### config.mk
export PLATFORM = sky130hd
export DESIGN_NAME = gpu_mem_arbiter_flat
export DESIGN_NICKNAME = d
export VERILOG_FILES = /design/src/rtl/gpu_mem_arbiter_if.sv /design/src/rtl/gpu_mem_arbiter.sv /design/src/flat_wrapper.sv
export SDC_FILE = /design/constraint.sdc
export NUM_CORES = 1
export LEC_CHECK = 0
export CELL_PAD_IN_SITES_DETAIL_PLACEMENT = 1
export CELL_PAD_IN_SITES_GLOBAL_PLACEMENT = 2
export CORE_AREA = 2 2 183 185
export CTS_CLUSTER_DIAMETER = 30
export DETAILED_ROUTE_END_ITERATION = 8
export DIE_AREA = 0 0 185 187
export GPL_ROUTABILITY_DRIVEN = 1
export MAX_ROUTING_LAYER = met4
export PLACE_DENSITY_LB_ADDON = 0.1
export SYNTH_ARGS = -nofsm -noshare
export SYNTH_HDL_FRONTEND = slang
export SYNTH_SLANG_ARGS = --single-unit
### constraint.sdc
create_clock -name clk -period 3.9 [get_ports clk]
set_input_delay 0.39 -clock clk [delete_from_list [all_inputs] [get_ports clk]]
set_output_delay 0.39 -clock clk [all_outputs]
set_load 0.05 [all_outputs]
### src/rtl/gpu_mem_arbiter_if.sv
// GPU RAM command bus: the arbiter is the master, the GPU RAM port
// the slave. Commands flow out; read data and its valid flow back.
interface gpu_mem_arbiter_if #(
    parameter int ADDR_W = 20,
    parameter int DATA_W = 8
);
    logic              gpu_wr_ena;
    logic              gpu_rd_req;
    logic [ADDR_W-1:0] gpu_address;
    logic [DATA_W-1:0] gpu_data_out;
    logic              gpu_rd_rdy;
    logic [DATA_W-1:0] gpu_data_in;

    modport master (
        output gpu_wr_ena,
        output gpu_rd_req,
        output gpu_address,
        output gpu_data_out,
        input  gpu_rd_rdy,
        input  gpu_data_in
    );

    modport slave (
        input  gpu_wr_ena,
        input  gpu_rd_req,
        input  gpu_address,
        input  gpu_data_out,
        output gpu_rd_rdy,
        output gpu_data_in
    );
endinterface

### src/rtl/gpu_mem_arbiter.sv
// N-port round-robin GPU memory arbiter with in-order read tag FIFO.
// Define GPU_ARB_FIXED_PRIO_EN for fixed priority (port 0 highest).
module gpu_mem_arbiter #(
    parameter int PORTS     = 4,
    parameter int ADDR_W    = 20,
    parameter int DATA_W    = 8,
    parameter int TAG_DEPTH = 8,
    localparam int CW       = $clog2(TAG_DEPTH + 1)
) (
    input  logic                    clk,
    input  logic                    reset,
    input  logic [PORTS-1:0]        wr_ena,
    input  logic [PORTS-1:0]        rd_req,
    input  logic [PORTS*ADDR_W-1:0] address,
    input  logic [PORTS*DATA_W-1:0] data_in,
    output logic [PORTS-1:0]        port_busy,
    gpu_mem_arbiter_if.master       gpu,
    output logic [PORTS-1:0]        rd_rdy_out,
    output logic [PORTS*DATA_W-1:0] data_out,
    output logic [CW-1:0]           rd_outstanding,
    output logic                    orphan_rdy
);
    localparam int PW = $clog2(PORTS);
    localparam int TW = $clog2(TAG_DEPTH);

    logic [PORTS-1:0]  pend_vld;
    logic [PORTS-1:0]  pend_wr;
    logic [ADDR_W-1:0] pend_addr [PORTS];
    logic [DATA_W-1:0] pend_data [PORTS];
    logic [PORTS-1:0]  elig;
    logic              gnt_vld;
    logic [PW-1:0]     gnt;
    logic [PW-1:0]     tag_mem [TAG_DEPTH];
    logic [TW-1:0]     wr_ptr;
    logic [TW-1:0]     rd_ptr;
    logic [CW-1:0]     tag_cnt;
    logic              tag_full;
    logic              push;
    logic              pop;
    logic              orphan_hit;
    logic [PW-1:0]     head;

    assign port_busy      = pend_vld;
    assign rd_outstanding = tag_cnt;
    assign tag_full       = (tag_cnt == CW'(TAG_DEPTH));
    // Reads need a free tag slot; writes never wait on the FIFO.
    assign elig       = pend_vld & (pend_wr | {PORTS{!tag_full}});
    assign push       = gnt_vld && !pend_wr[gnt];
    assign pop        = gpu.gpu_rd_rdy && (tag_cnt != '0);
    assign orphan_hit = gpu.gpu_rd_rdy && (tag_cnt == '0);
    assign head       = tag_mem[rd_ptr];

`ifdef GPU_ARB_FIXED_PRIO_EN
    always_comb begin
        gnt_vld = 1'b0;
        gnt     = '0;
        for (int i = PORTS - 1; i >= 0; i--) begin
            if (elig[PW'(i)]) begin
                gnt_vld = 1'b1;
                gnt     = PW'(i);
            end
        end
    end
`else
    logic [PW-1:0] rr_ptr;

    always_comb begin
        int            idx;
        logic [PW-1:0] pi;
        gnt_vld = 1'b0;
        gnt     = '0;
        idx     = 0;
        pi      = '0;
        for (int k = 1; k <= PORTS; k++) begin
            idx = int'(rr_ptr) + k;
            if (idx >= PORTS) idx = idx - PORTS;
            pi = PW'(idx);
            if (!gnt_vld && elig[pi]) begin
                gnt_vld = 1'b1;
                gnt     = pi;
            end
        end
    end

    always_ff @(posedge clk or negedge reset) begin
        if (!reset)       rr_ptr <= PW'(PORTS - 1);
        else if (gnt_vld) rr_ptr <= gnt;
    end
`endif

    always_ff @(posedge clk or negedge reset) begin
        if (!reset) begin
            pend_vld <= '0;
            pend_wr  <= '0;
            for (int i = 0; i < PORTS; i++) begin
                pend_addr[i] <= '0;
                pend_data[i] <= '0;
            end
        end else begin
            for (int i = 0; i < PORTS; i++) begin
                if (!pend_vld[i] && (wr_ena[i] || rd_req[i])) begin
                    pend_vld[i]  <= 1'b1;
                    pend_wr[i]   <= wr_ena[i];
                    pend_addr[i] <= address[i*ADDR_W +: ADDR_W];
                    pend_data[i] <= data_in[i*DATA_W +: DATA_W];
                end else if (gnt_vld && gnt == PW'(i)) begin
                    pend_vld[i] <= 1'b0;
                end
            end
        end
    end

    always_ff @(posedge clk or negedge reset) begin
        if (!reset) begin
            gpu.gpu_wr_ena   <= 1'b0;
            gpu.gpu_rd_req   <= 1'b0;
            gpu.gpu_address  <= '0;
            gpu.gpu_data_out <= '0;
        end else begin
            gpu.gpu_wr_ena <= gnt_vld && pend_wr[gnt];
            gpu.gpu_rd_req <= push;
            if (gnt_vld) begin
                gpu.gpu_address  <= pend_addr[gnt];
                gpu.gpu_data_out <= pend_data[gnt];
            end
        end
    end

    always_ff @(posedge clk) begin
        if (push) tag_mem[wr_ptr] <= gnt;
    end

    always_ff @(posedge clk or negedge reset) begin
        if (!reset) begin
            wr_ptr  <= '0;
            rd_ptr  <= '0;
            tag_cnt <= '0;
        end else begin
            if (push) wr_ptr <= wr_ptr + 1'b1;
            if (pop)  rd_ptr <= rd_ptr + 1'b1;
            if (push && !pop)      tag_cnt <= tag_cnt + 1'b1;
            else if (pop && !push) tag_cnt <= tag_cnt - 1'b1;
        end
    end

    always_ff @(posedge clk or negedge reset) begin
        if (!reset) begin
            rd_rdy_out <= '0;
            data_out   <= '0;
            orphan_rdy <= 1'b0;
        end else begin
            rd_rdy_out <= '0;
            if (pop) begin
                rd_rdy_out[head]                 <= 1'b1;
                data_out[head*DATA_W +: DATA_W] <= gpu.gpu_data_in;
            end
            if (orphan_hit) orphan_rdy <= 1'b1;
        end
    end
endmodule

### src/flat_wrapper.sv
// flat-port wrapper written by rule: the top's interface ports become plain ports
module gpu_mem_arbiter_flat 
#(
    parameter int PORTS     = 4,
    parameter int ADDR_W    = 20,
    parameter int DATA_W    = 8,
    parameter int TAG_DEPTH = 8,
    localparam int CW       = $clog2(TAG_DEPTH + 1)
)
  (clk, reset, wr_ena, rd_req, address, data_in, port_busy, rd_rdy_out, data_out, rd_outstanding, orphan_rdy, gpu_gpu_wr_ena, gpu_gpu_rd_req, gpu_gpu_address, gpu_gpu_data_out, gpu_gpu_rd_rdy, gpu_gpu_data_in);
  gpu_mem_arbiter_if #(.ADDR_W(ADDR_W), .DATA_W(DATA_W)) gpu_i ();
  input  logic clk;
  input  logic reset;
  input  logic [PORTS-1:0] wr_ena;
  input  logic [PORTS-1:0] rd_req;
  input  logic [PORTS*ADDR_W-1:0] address;
  input  logic [PORTS*DATA_W-1:0] data_in;
  output logic [PORTS-1:0] port_busy;
  output logic [PORTS-1:0] rd_rdy_out;
  output logic [PORTS*DATA_W-1:0] data_out;
  output logic [CW-1:0] rd_outstanding;
  output logic orphan_rdy;
  output wire logic [$bits(gpu_i.gpu_wr_ena)-1:0] gpu_gpu_wr_ena;
  output wire logic [$bits(gpu_i.gpu_rd_req)-1:0] gpu_gpu_rd_req;
  output wire logic [$bits(gpu_i.gpu_address)-1:0] gpu_gpu_address;
  output wire logic [$bits(gpu_i.gpu_data_out)-1:0] gpu_gpu_data_out;
  input wire logic [$bits(gpu_i.gpu_rd_rdy)-1:0] gpu_gpu_rd_rdy;
  input wire logic [$bits(gpu_i.gpu_data_in)-1:0] gpu_gpu_data_in;
  assign gpu_gpu_wr_ena = gpu_i.gpu_wr_ena;
  assign gpu_gpu_rd_req = gpu_i.gpu_rd_req;
  assign gpu_gpu_address = gpu_i.gpu_address;
  assign gpu_gpu_data_out = gpu_i.gpu_data_out;
  assign gpu_i.gpu_rd_rdy = gpu_gpu_rd_rdy;
  assign gpu_i.gpu_data_in = gpu_gpu_data_in;
  gpu_mem_arbiter #(.PORTS(PORTS), .ADDR_W(ADDR_W), .DATA_W(DATA_W), .TAG_DEPTH(TAG_DEPTH)) u_core (.clk(clk), .reset(reset), .wr_ena(wr_ena), .rd_req(rd_req), .address(address), .data_in(data_in), .port_busy(port_busy), .gpu(gpu_i), .rd_rdy_out(rd_rdy_out), .data_out(data_out), .rd_outstanding(rd_outstanding), .orphan_rdy(orphan_rdy));
endmodule
# After elaboration in Yosys (flattened, before gate mapping)
# Memory sizes are Yosys's and may differ from the RTL's.
# Cells that the tools add are included.
# W data, S select, Z words.
dict set report word_totals {
  out_inout_bits 75
  regBits 199
  word_cells 147
  memories 1
  mem_bits_rw 16
  in_bits 131
}
dict set report op_classes {
  mux 44
  n_reduce_logical 41
  bitwise 3
  n_lt_le_gt_ge 12
  add_sub_neg 13
  shifts 2
  n_eq_ne 4
}
# memory words width read_ports rd_clocked_by_memory_dff write_ports line_no
set mem_list {}
lappend mem_list {u_core.tag_mem 8 2 1 0 1 gpu_mem_arbiter.sv:33} ;# logic [PW-1:0] tag_mem [TAG_DEPTH];
# op count
set ops {}
lappend ops {{$bmux W20 S2} 1}
lappend ops {{$mux W20} 2}
lappend ops {{$neg A5 Y34} 1}
lappend ops {{$shift A8 B34 Y32 const A} 1}
lappend ops {{$shiftx A8 B34 Y32} 1}
lappend ops {{$bwmux W32} 1}
lappend ops {{$mux W1} 20}
lappend ops {{$logic_and A1 B1 Y1} 18}
lappend ops {{$lt A2 B3 Y1 const B} 6}
lappend ops {{$bmux W8 S2} 1}
lappend ops {{$mux W2} 8}
lappend ops {{$mux W8} 2}
lappend ops {{$ge A3 B3 Y1 const B} 4}
lappend ops {{$mux W4} 3}
lappend ops {{$logic_not A1 Y1} 11}
lappend ops {{$bmux W1 S2} 5}
lappend ops {{$reduce_bool A2 Y1} 5}
lappend ops {{$sub A2 B1 Y2 const B} 4}
lappend ops {{$add A2 B2 Y3 const B} 2}
lappend ops {{$add A3 B1 Y3 const B} 2}
lappend ops {{$add A2 B3 Y4 const B} 1}
lappend ops {{$add A4 B1 Y4 const B} 1}
lappend ops {{$and A4 B4 Y4} 1}
lappend ops {{$eq A2 B2 Y1 const B} 2}
lappend ops {{other kinds (13)} 16}

# Depth between registers and ports, before layout
# Gate-level depths: netlist (run 1).
dict set report depth {
  depth_word 24
  depth_mapped 18
  mapped_depth_nobuf 15
}

# Least setup slack after synthesis (run 1)
# OpenSTA, ideal clock, no wires.
dict set report synth_timing {
  kind {reg-to-reg}
  start {reg u_core.tag_cnt[0] (netlist: u_core.rd_outstanding[0])}
  end {reg u_core.tag_cnt[3] (netlist: u_core.rd_outstanding[3])}
  setup_time_ns 0.145
  required_time_ns 3.755
  synth_period_minus_slack_ns 3.730
  t_arrival_ns 3.586
  n_path_buf 2
  path_stages_with_launch 18
  path_slack_ns 0.170
  cell_sequence {dfrtp_1 > or4b_1 > buf_4 > o21ai_1 > nand2_1 > a211oi_2 > a22oi_1 > nand3_1 > buf_4 > inv_1 > ha_1 > inv_1 > ha_1 > a21o_1 > a21oi_1 > xnor2_1 > nor2_1 > xor2_1}
}
dict set report synth_between {
  elab_chain_len 23
  word_cells_on_any_way 41
  cone_classes {2 x add/sub; 1 x eq/ne; 20 x mux; 2 x bitwise; 16 x reduce/logical}
}
# element line_no
set synth_rtl {}
lappend synth_rtl {{start: declaration} gpu_mem_arbiter.sv:36} ;# logic [CW-1:0] tag_cnt;
lappend synth_rtl {{start signal: assignment} gpu_mem_arbiter.sv:141} ;# if (push && !pop) tag_cnt <= tag_cnt + 1'b1;
lappend synth_rtl {{start signal: assignment} gpu_mem_arbiter.sv:142} ;# else if (pop && !push) tag_cnt <= tag_cnt - 1'b1;
lappend synth_rtl {{$eq A4 B4 Y1 (*)} gpu_mem_arbiter.sv:45} ;# assign tag_full = (tag_cnt == CW'(TAG_DEPTH));
lappend synth_rtl {{$logic_not A1 Y1 (*)} gpu_mem_arbiter.sv:47} ;# assign elig = pend_vld & (pend_wr | {PORTS{!tag_full}});
lappend synth_rtl {{$or A4 B4 Y4 (*)} gpu_mem_arbiter.sv:47}
lappend synth_rtl {{$and A4 B4 Y4 (*)} gpu_mem_arbiter.sv:47}
lappend synth_rtl {{$bmux W1 S2} gpu_mem_arbiter.sv:78} ;# if (!gnt_vld && elig[pi]) begin
lappend synth_rtl {{$mux W1 (implied by the code)} gpu_mem_arbiter.sv:78}
lappend synth_rtl {{$mux W1} gpu_mem_arbiter.sv:78}
lappend synth_rtl {{$logic_not A1 Y1} gpu_mem_arbiter.sv:78}
lappend synth_rtl {{[8 not listed]} --}
lappend synth_rtl {{$bmux W1 S2} gpu_mem_arbiter.sv:48} ;# assign push = gnt_vld && !pend_wr[gnt];
lappend synth_rtl {{$mux W1 (implied by the code)} gpu_mem_arbiter.sv:48}
lappend synth_rtl {{$logic_not A1 Y1} gpu_mem_arbiter.sv:48}
lappend synth_rtl {{$logic_and A1 B1 Y1 (*)} gpu_mem_arbiter.sv:48}
lappend synth_rtl {{net u_core.push} gpu_mem_arbiter.sv:38} ;# logic push;
lappend synth_rtl {{$logic_not A1 Y1} gpu_mem_arbiter.sv:142}
lappend synth_rtl {{$logic_and A1 B1 Y1} gpu_mem_arbiter.sv:142}
lappend synth_rtl {{$reduce_bool A2 Y1 (no line)} --}
# The timed path passes the listed nets; every way through them passes the cells marked *. The select of a mux whose other input is x is not followed.
# A chain may end at the register's enable or synchronous reset.

# Worst setup path after layout (run 1)
dict set report layout_timing {
  start {reg u_core.tag_cnt[2] (netlist: u_core.rd_outstanding[2])}
  end {reg u_core.tag_cnt[3] (netlist: u_core.rd_outstanding[3])}
}
# Same word-level chain as after synthesis.

==> results of run 1 <==
[kinds of logic after synthesis]
| kind of cell | after synthesis | synth area share (%) |
|---|---|---|
| flops | 215 | 60.5 |
| mux | 153 | 19.1 |
| compound gates | 136 | 11.1 |
| simple gates | 76 | 3.84 |
| buf+inv | 60 | 3.21 |
| fa+ha+maj | 10 | 1.47 |
| xor+xnor | 8 | 0.775 |
[critical path, stage by stage, from the launching register on]
cell,delay (ns)
dfrtp_1,0.37
or4b_4,0.64
o21ai_4,0.33
nand2_1,0.19
a211oi_2,0.30
a22oi_1,0.15
nand3_1,0.14
inv_1,0.07
ha_1,0.21
inv_1,0.12
ha_1,0.25
a21o_1,0.16
a21oi_1,0.18
xnor2_1,0.13
nor2_1,0.08
xor2_1,0.14
[cell usage in the layout (no fill, tap or decap), types with 4 or more instances in the layout]
cell             count
a21oi_1             10
a221oi_1            28
a22o_1              32
buf_4               27
bufinv_16            5
clkbuf_1            19
clkbuf_16           67
clkbuf_8            13
clkdlybuf4s50_1    204
clkinv_2             8
dfrtp_1            197
diode_2              4
edfxtp_1            16
ha_1                 9
inv_1               19
mux2_2             119
mux2i_1             30
mux4_2               4
nand2_1             17
nor2_1              32
nor3_1               7
nor4_1               6
o21ai_0             13
o21ai_4              7
o22ai_1             30
xnor2_1              6
[final timing paths]
path / to / slack (ns) / cells past startpoint
max reg2reg: u_core.rd_outstanding[3] / 0.32 / 15
max in group asynchronous: u_core.pend_addr[55] / 2.95 / 2
min reg2reg: u_core.orphan_rdy / 0.46 / 1
min in group clk: u_core.orphan_rdy / 0.46 / 1
max: u_core.rd_outstanding[3] / 0.32 / 15
min: u_core.rd_ptr[0] / -0.03 / 1
[cell type report]
class	count	share of cell area (%)
Antenna cell	4	0.0719
Clock buffer	98	13.7
Clock inverter	20	1.99
Inverter	19	0.512
Multi-Input combinational cell	383	24.2
Sequential cell	215	39.2
Tap cell	448	4.02
Timing Repair Buffer	232	16.2
[flip-flops by register name, summed over array words and instances, names as in the netlist, 2 cells and up]
register                 cells
u_core.port_busy             4
u_core.rd_rdy_out            4
u_core.tag_mem              16
u_core.pend_addr            80
u_core.data_out             32
u_core.pend_wr               4
u_core.wr_ptr                3
u_core.rr_ptr                2
u_core.pend_data            32
u_core.gpu.gpu_data_out      8
u_core.rd_ptr                3
u_core.gpu.gpu_address      20
u_core.rd_outstanding        4
[metal layers]
layer	GRT usage, %	up-vias	share of wire [%]	routed length, um
li1	-	3006	-	-
met1	19.9	3400	41	11800
met2	29.2	198	51	14600
met3	5.26	51	6.1	1740
met4	5.43	0	1.9	554
met5	-	-	0	0
[through the flow]
stage	util, %	cell area, um2	hold slack (ns)	total power [mW]
2_1_floorplan	-	9040	0.0944	8.33
3_3_place_gp	35.6	11700	0.450	10.1
3_5_place_dp	35.6	11700	0.463	10.4
4_1_cts	42.3	13900	0.0252	15.7
5_1_grt	42.4	13900	0.0282	16.3
6_report	42.4	13900	-0.0286	15.4
[timing repair]
action | 4_1_cts | 5_1_grt
resized for setup | 0 | 4
setup endpoints to repair | 0 | 1
hold endpoints to repair | 0 | 0
[where the power goes]
part / leakage (nW) / switching [mW] / total (mW) / internal (mW)
registers: 2.55 / 0.700 / 4.13 / 3.43
logic: 2.27 / 3.55 / 6.17 / 2.62
clock network: 1.08 / 1.46 / 5.15 / 3.69
==> metrics.txt, run 1 <==
Max VDD drop 0.379 mV; Leakage 5.90 nW; final setup vio count 0; FF+latch count, synth 215; DR vias 6,655; die area 0.0346 mm2; hpwl dp 19,700 um; maximum number of pins on one net before global-route repair 104; starting DRC count in detailed routing 204; WP data required 4.30 ns; Worst R2R Start u_core.rd_outstanding[2]; first-pass GRT wire length 44,400 um; post-synth top area share 54.6%; post-synth top area cell dfrtp_1; CTS Hold Bufs 0; vias in the first global route 7,610; crit start category register; Via density 4.69; Wirelength per Cell 20.2 um; hold slack final -0.0286 ns; Num Clock Sinks 215; Worst Setup End Kind register; Tot GR Track Use 17.4%; final setup margin 0.318 ns; yosys warns 0; Reg clk slew, reported paths 0.04 ns; Synth top cells by count dfrtp_1 (197), mux2_2 (119), nor2_1 (33); setup bufs post-CTS 0; syn avg cell area 13.7 um2; failing checks negative hold slack; main flop type after synthesis dfrtp_1; root buf cell clkbuf_16; gpl congestion 0.816; Post-synth ARST share 92.6%; Worst-Margin Slew 0.930 ns; sequential fraction of the synthesis area 60.5%; CTS Buf Count 66; Max Cap Viol 0; port buffer count 205; final worst-path cycle share 91.9%; post-route ant nets 0; Mapped Area 0.00904 mm2; drc violations 0; status complete, but fails checks; DP Cell Count 1,297; share of cells above drive strength 1 27.4%; initial antenna violation count 4; Post-layout nets 1,058; type of the most critical hold path input pin to asynchronous set/reset pin; final cell count without fillers 1,419; I/O Pins 206; CTS tree yes; pre-CTS setup slack 0.0646 ns; CTS max path bufs 3; Fmax achieved 279 MHz; Power Density 1110 mW/mm2; clk_lat worst skew 0.54 ns; CORE AREA 0.0329 mm2; Routed WL 28,700 um; Post-synth EDFFs 16; Initial Util 27.5%; Worst Setup SP u_core.rd_outstanding[2]; Cell variety after synth 46; top-count cell post-synth dfrtp_1; CTS H-tree depth 3; Die X 185 um; syn nets 799; gr ovfl total 0; RSZ-0062 raised after global routing false; fill count 3,419; Site Rows 67; Worst Setup Path Type register to register; Synth area leaders dfrtp_1 (55%), mux2_2 (15%), edfxtp_1 (5.3%), mux2i_1 (3.3%), a22o_1 (3.1%); Worst EP arrival 3.98 ns; Mapped Cells 658; register area 0.00546 mm2; Worst slew margin 37.8%; Area Growth Syn to Fin 54.1%; final hold vios 4; crit path time final 3.58 ns; final count of pins violating max slew 0; Chip Height 187 um; worst-path fanout max 11; Final Skew 0.0151 ns; Setup TNS 0 ns; multi-input combinational cell area 0.00337 mm2; Detailed Routing Iterations Pass 1 4
(Power assumes the default switching activity.)
==> run 2: changes to the inputs <==
--- a/config.mk
+++ b/config.mk
@@ -7,13 +7,13 @@
 export LEC_CHECK = 0
 export CELL_PAD_IN_SITES_DETAIL_PLACEMENT = 1
 export CELL_PAD_IN_SITES_GLOBAL_PLACEMENT = 2
-export CORE_AREA = 2 2 183 185
+export CORE_AREA = 3 3 184 186
 export CTS_CLUSTER_DIAMETER = 30
 export DETAILED_ROUTE_END_ITERATION = 8
-export DIE_AREA = 0 0 185 187
+export DIE_AREA = 0 0 187 189
 export GPL_ROUTABILITY_DRIVEN = 1
 export MAX_ROUTING_LAYER = met4
-export PLACE_DENSITY_LB_ADDON = 0.1
+export PLACE_DENSITY = 0.67
 export SYNTH_ARGS = -nofsm -noshare
 export SYNTH_HDL_FRONTEND = slang
 export SYNTH_SLANG_ARGS = --single-unit
==> metrics.txt, run 2 (synthesized netlist as in run 1, its figures left out) <==
crit path time final 3.60 ns (was 3.58 ns); vias in the first global route 7,307 (was 7,610); Worst Setup Path Type register to register (unchanged); status finished, final reports clean (was complete, but fails checks); Worst slew margin 49.1% (was 37.8%); share of cells above drive strength 1 27.2% (was 27.4%); Num Clock Sinks 215 (unchanged); sequential power share 27.5% (was 26.7%); clk_lat worst skew 0.55 ns (was 0.54 ns); Via density 4.72 (was 4.69); Worst Setup End Kind register (unchanged); Pint 9.36 mW (was 9.73 mW); most frequent cells in the layout clkdlybuf4s50_1 (204), dfrtp_1 (197), mux2_2 (119), clkbuf_16 (53) (was clkdlybuf4s50_1 (204), dfrtp_1 (197), mux2_2 (119), clkbuf_16 (67)); RSZ-0062 raised after global routing false (unchanged); Chip Height 189 um (was 187 um); Wirelength per Cell 20.0 um (was 20.2 um); Site Rows 66 (was 67); DR vias 6,584 (was 6,655); Initial Util 27.8% (was 27.5%); post-route ant nets 0 (unchanged); final count of pins violating max slew 0 (unchanged); first-pass GRT wire length 43,500 um (was 44,400 um); hold slack final 0.456 ns (was -0.0286 ns); Routed WL 27,800 um (was 28,700 um); drc violations 0 (unchanged); Die X 187 um (was 185 um); Final Skew 0.0186 ns (was 0.0151 ns); crit start category register (unchanged); Power Density 1090 mW/mm2 (was 1110 mW/mm2); switching power 5.57 mW (was 5.71 mW); maximum number of pins on one net before global-route repair 84 (was 104); CP max stage delay 0.64 ns (about the same); Worst-Margin Slew 0.761 ns (was 0.930 ns); commonest non-fill, non-tap cell in the layout clkdlybuf4s50_1 (unchanged); largest reg by FF count u_core.pend_addr (unchanged); I/O Pins 206 (unchanged); Tot GR Track Use 16.2% (was 17.4%); Max VDD drop 0.420 mV (was 0.379 mV); gpl congestion 0.738 (was 0.816); CTS H-tree depth 2 (was 3); Post-layout nets 1,045 (was 1,058); starting DRC count in detailed routing 208 (was 204); final worst-path cycle share 92.3% (was 91.9%); slowest cell on the critical path or4b_4 (unchanged); Detailed Routing Iterations Pass 1 4 (unchanged); max reg flops 80 (unchanged); final hold vios 0 (was 4); setup bufs post-CTS 0 (unchanged); Fmax achieved 278 MHz (was 279 MHz); initial antenna violation count 3 (was 4); largest registers u_core.pend_addr: 80 flops, u_core.data_out: 32 flops, u_core.pend_data: 32 flops (unchanged); final setup vio count 0 (unchanged); type of the most critical hold path input pin to register (was input pin to asynchronous set/reset pin); WP data required 4.31 ns (was 4.30 ns); die area 0.0353 mm2 (was 0.0346 mm2); Final Power 14.9 mW (was 15.4 mW); worst-path fanout max 10 (was 11); Area Growth Syn to Fin 51.4% (was 54.1%); hpwl dp 18,900 um (was 19,700 um); Setup TNS 0 ns (unchanged); Worst EP arrival 4.01 ns (was 3.98 ns); Max Cap Viol 0 (unchanged); clock share of power 31.1% (was 33.3%); Reg clk slew, reported paths 0.05 ns (was 0.04 ns); Combinational Power Share 41.5% (was 40.0%); gr ovfl total 0 (unchanged); CTS Buf Count 53 (was 66); CORE AREA 0.0325 mm2 (was 0.0329 mm2); root buf cell clkbuf_16 (unchanged); CP cell instances or4b_4, o21ai_4, a21oi_1, o31ai_1, a22oi_1, nand3_1, inv_1, ha_1, inv_1, ha_1, a21o_1, a21oi_1, xnor2_1, nor2_1, xor2_1 (was or4b_4, o21ai_4, nand2_1, a211oi_2, a22oi_1, nand3_1, inv_1, ha_1, inv_1, ha_1, a21o_1, a21oi_1, xnor2_1, nor2_1, xor2_1); sw frac 37.3% (was 37.0%); port buffer count 205 (unchanged); CTS max path bufs 3 (unchanged); Leakage 5.77 nW (was 5.90 nW); CTS tree yes (unchanged)
## run 2: changes by cell type in the layout (fill, tap and decap cells not counted), moves of 3 or more
cell / change
clkbuf_16: -14
buf_4: -3
clkbuf_8: -4
clkinvlp_4: +6
clkbuf_1: -14
bufinv_16: +5
## run 2: worst paths after layout
check / start / to / slack, ns / depth (start not counted)
setup / recovery: u_core.rd_outstanding[2] / u_core.rd_outstanding[3] / 0.30 / 15
hold / removal: address[37] / u_core.pend_addr[57] / 0.46 / 2
setup reg to reg: u_core.rd_outstanding[2] / u_core.rd_outstanding[3] / 0.30 / 15
hold reg to reg: u_core.orphan_rdy / u_core.orphan_rdy / 0.46 / 1
max in group asynchronous: reset / u_core.pend_addr[36] / 2.42 / 3
min in group asynchronous: reset / u_core.pend_data[1] / 0.47 / 2
## run 2: timing repair
| item | in CTS | in global routing |
|---|---|---|
| resized for setup | 0 | 4 |
| hold endpoints to repair | 79 | 0 |
| hold buffers | 1 | 0 |
| endpoints found under the setup margin | 0 | 1 |
## run 2: cell type report
cell class,instances,area (um2)
antenna,3,7.51
clock buffer,66,1460
clock inverter,34,467
fill,3346,18800
inverter,19,71.3
multi-input combinational,383,3370
sequential,215,5460
tap,442,553
timing repair buffer,232,2290
## run 2: metal layers
layer	part of all wire (%)	track usage, %	wire length, um	vias up
li1	-	-	-	2974
met1	42	19.2	11700	3375
met2	49	27.0	13800	184
met3	6.7	4.98	1860	51
met4	1.8	4.01	511	0
met5	0	-	0	-
## run 2: stage by stage
stage / setup WS, ns / area [um2] / util (%) / std cells
floorplan: 0.170 / 9040 / - / 658
global placement: 0.209 / 11700 / 36.1 / 1290
detailed placement: 0.135 / 11700 / 36.1 / 1290
CTS: 0.0974 / 13600 / 42.1 / 1391
global route: 0.0113 / 13700 / 42.1 / 1394
finish: 0.302 / 13700 / 42.1 / 1394
## run 2: worst max-delay path: cells and delay by family, from the launching register on
kind	cells	cell delay (ns)
flops	1	0.38
fa+ha+maj	2	0.44
simple gates	3	0.85
buf+inv	2	0.17
compound gates	6	1.35
xor+xnor	2	0.27
## run 2: power by group through the flow
stage	combinational [mW]	sequential [mW]	clock (mW)
after floorplan	3.41	4.92	0
after global placement	6.18	4.08	0
after global routing	6.73	4.25	4.91
after detailed placement	6.27	4.13	0
final	6.19	4.10	4.64
after CTS	6.32	4.10	4.74
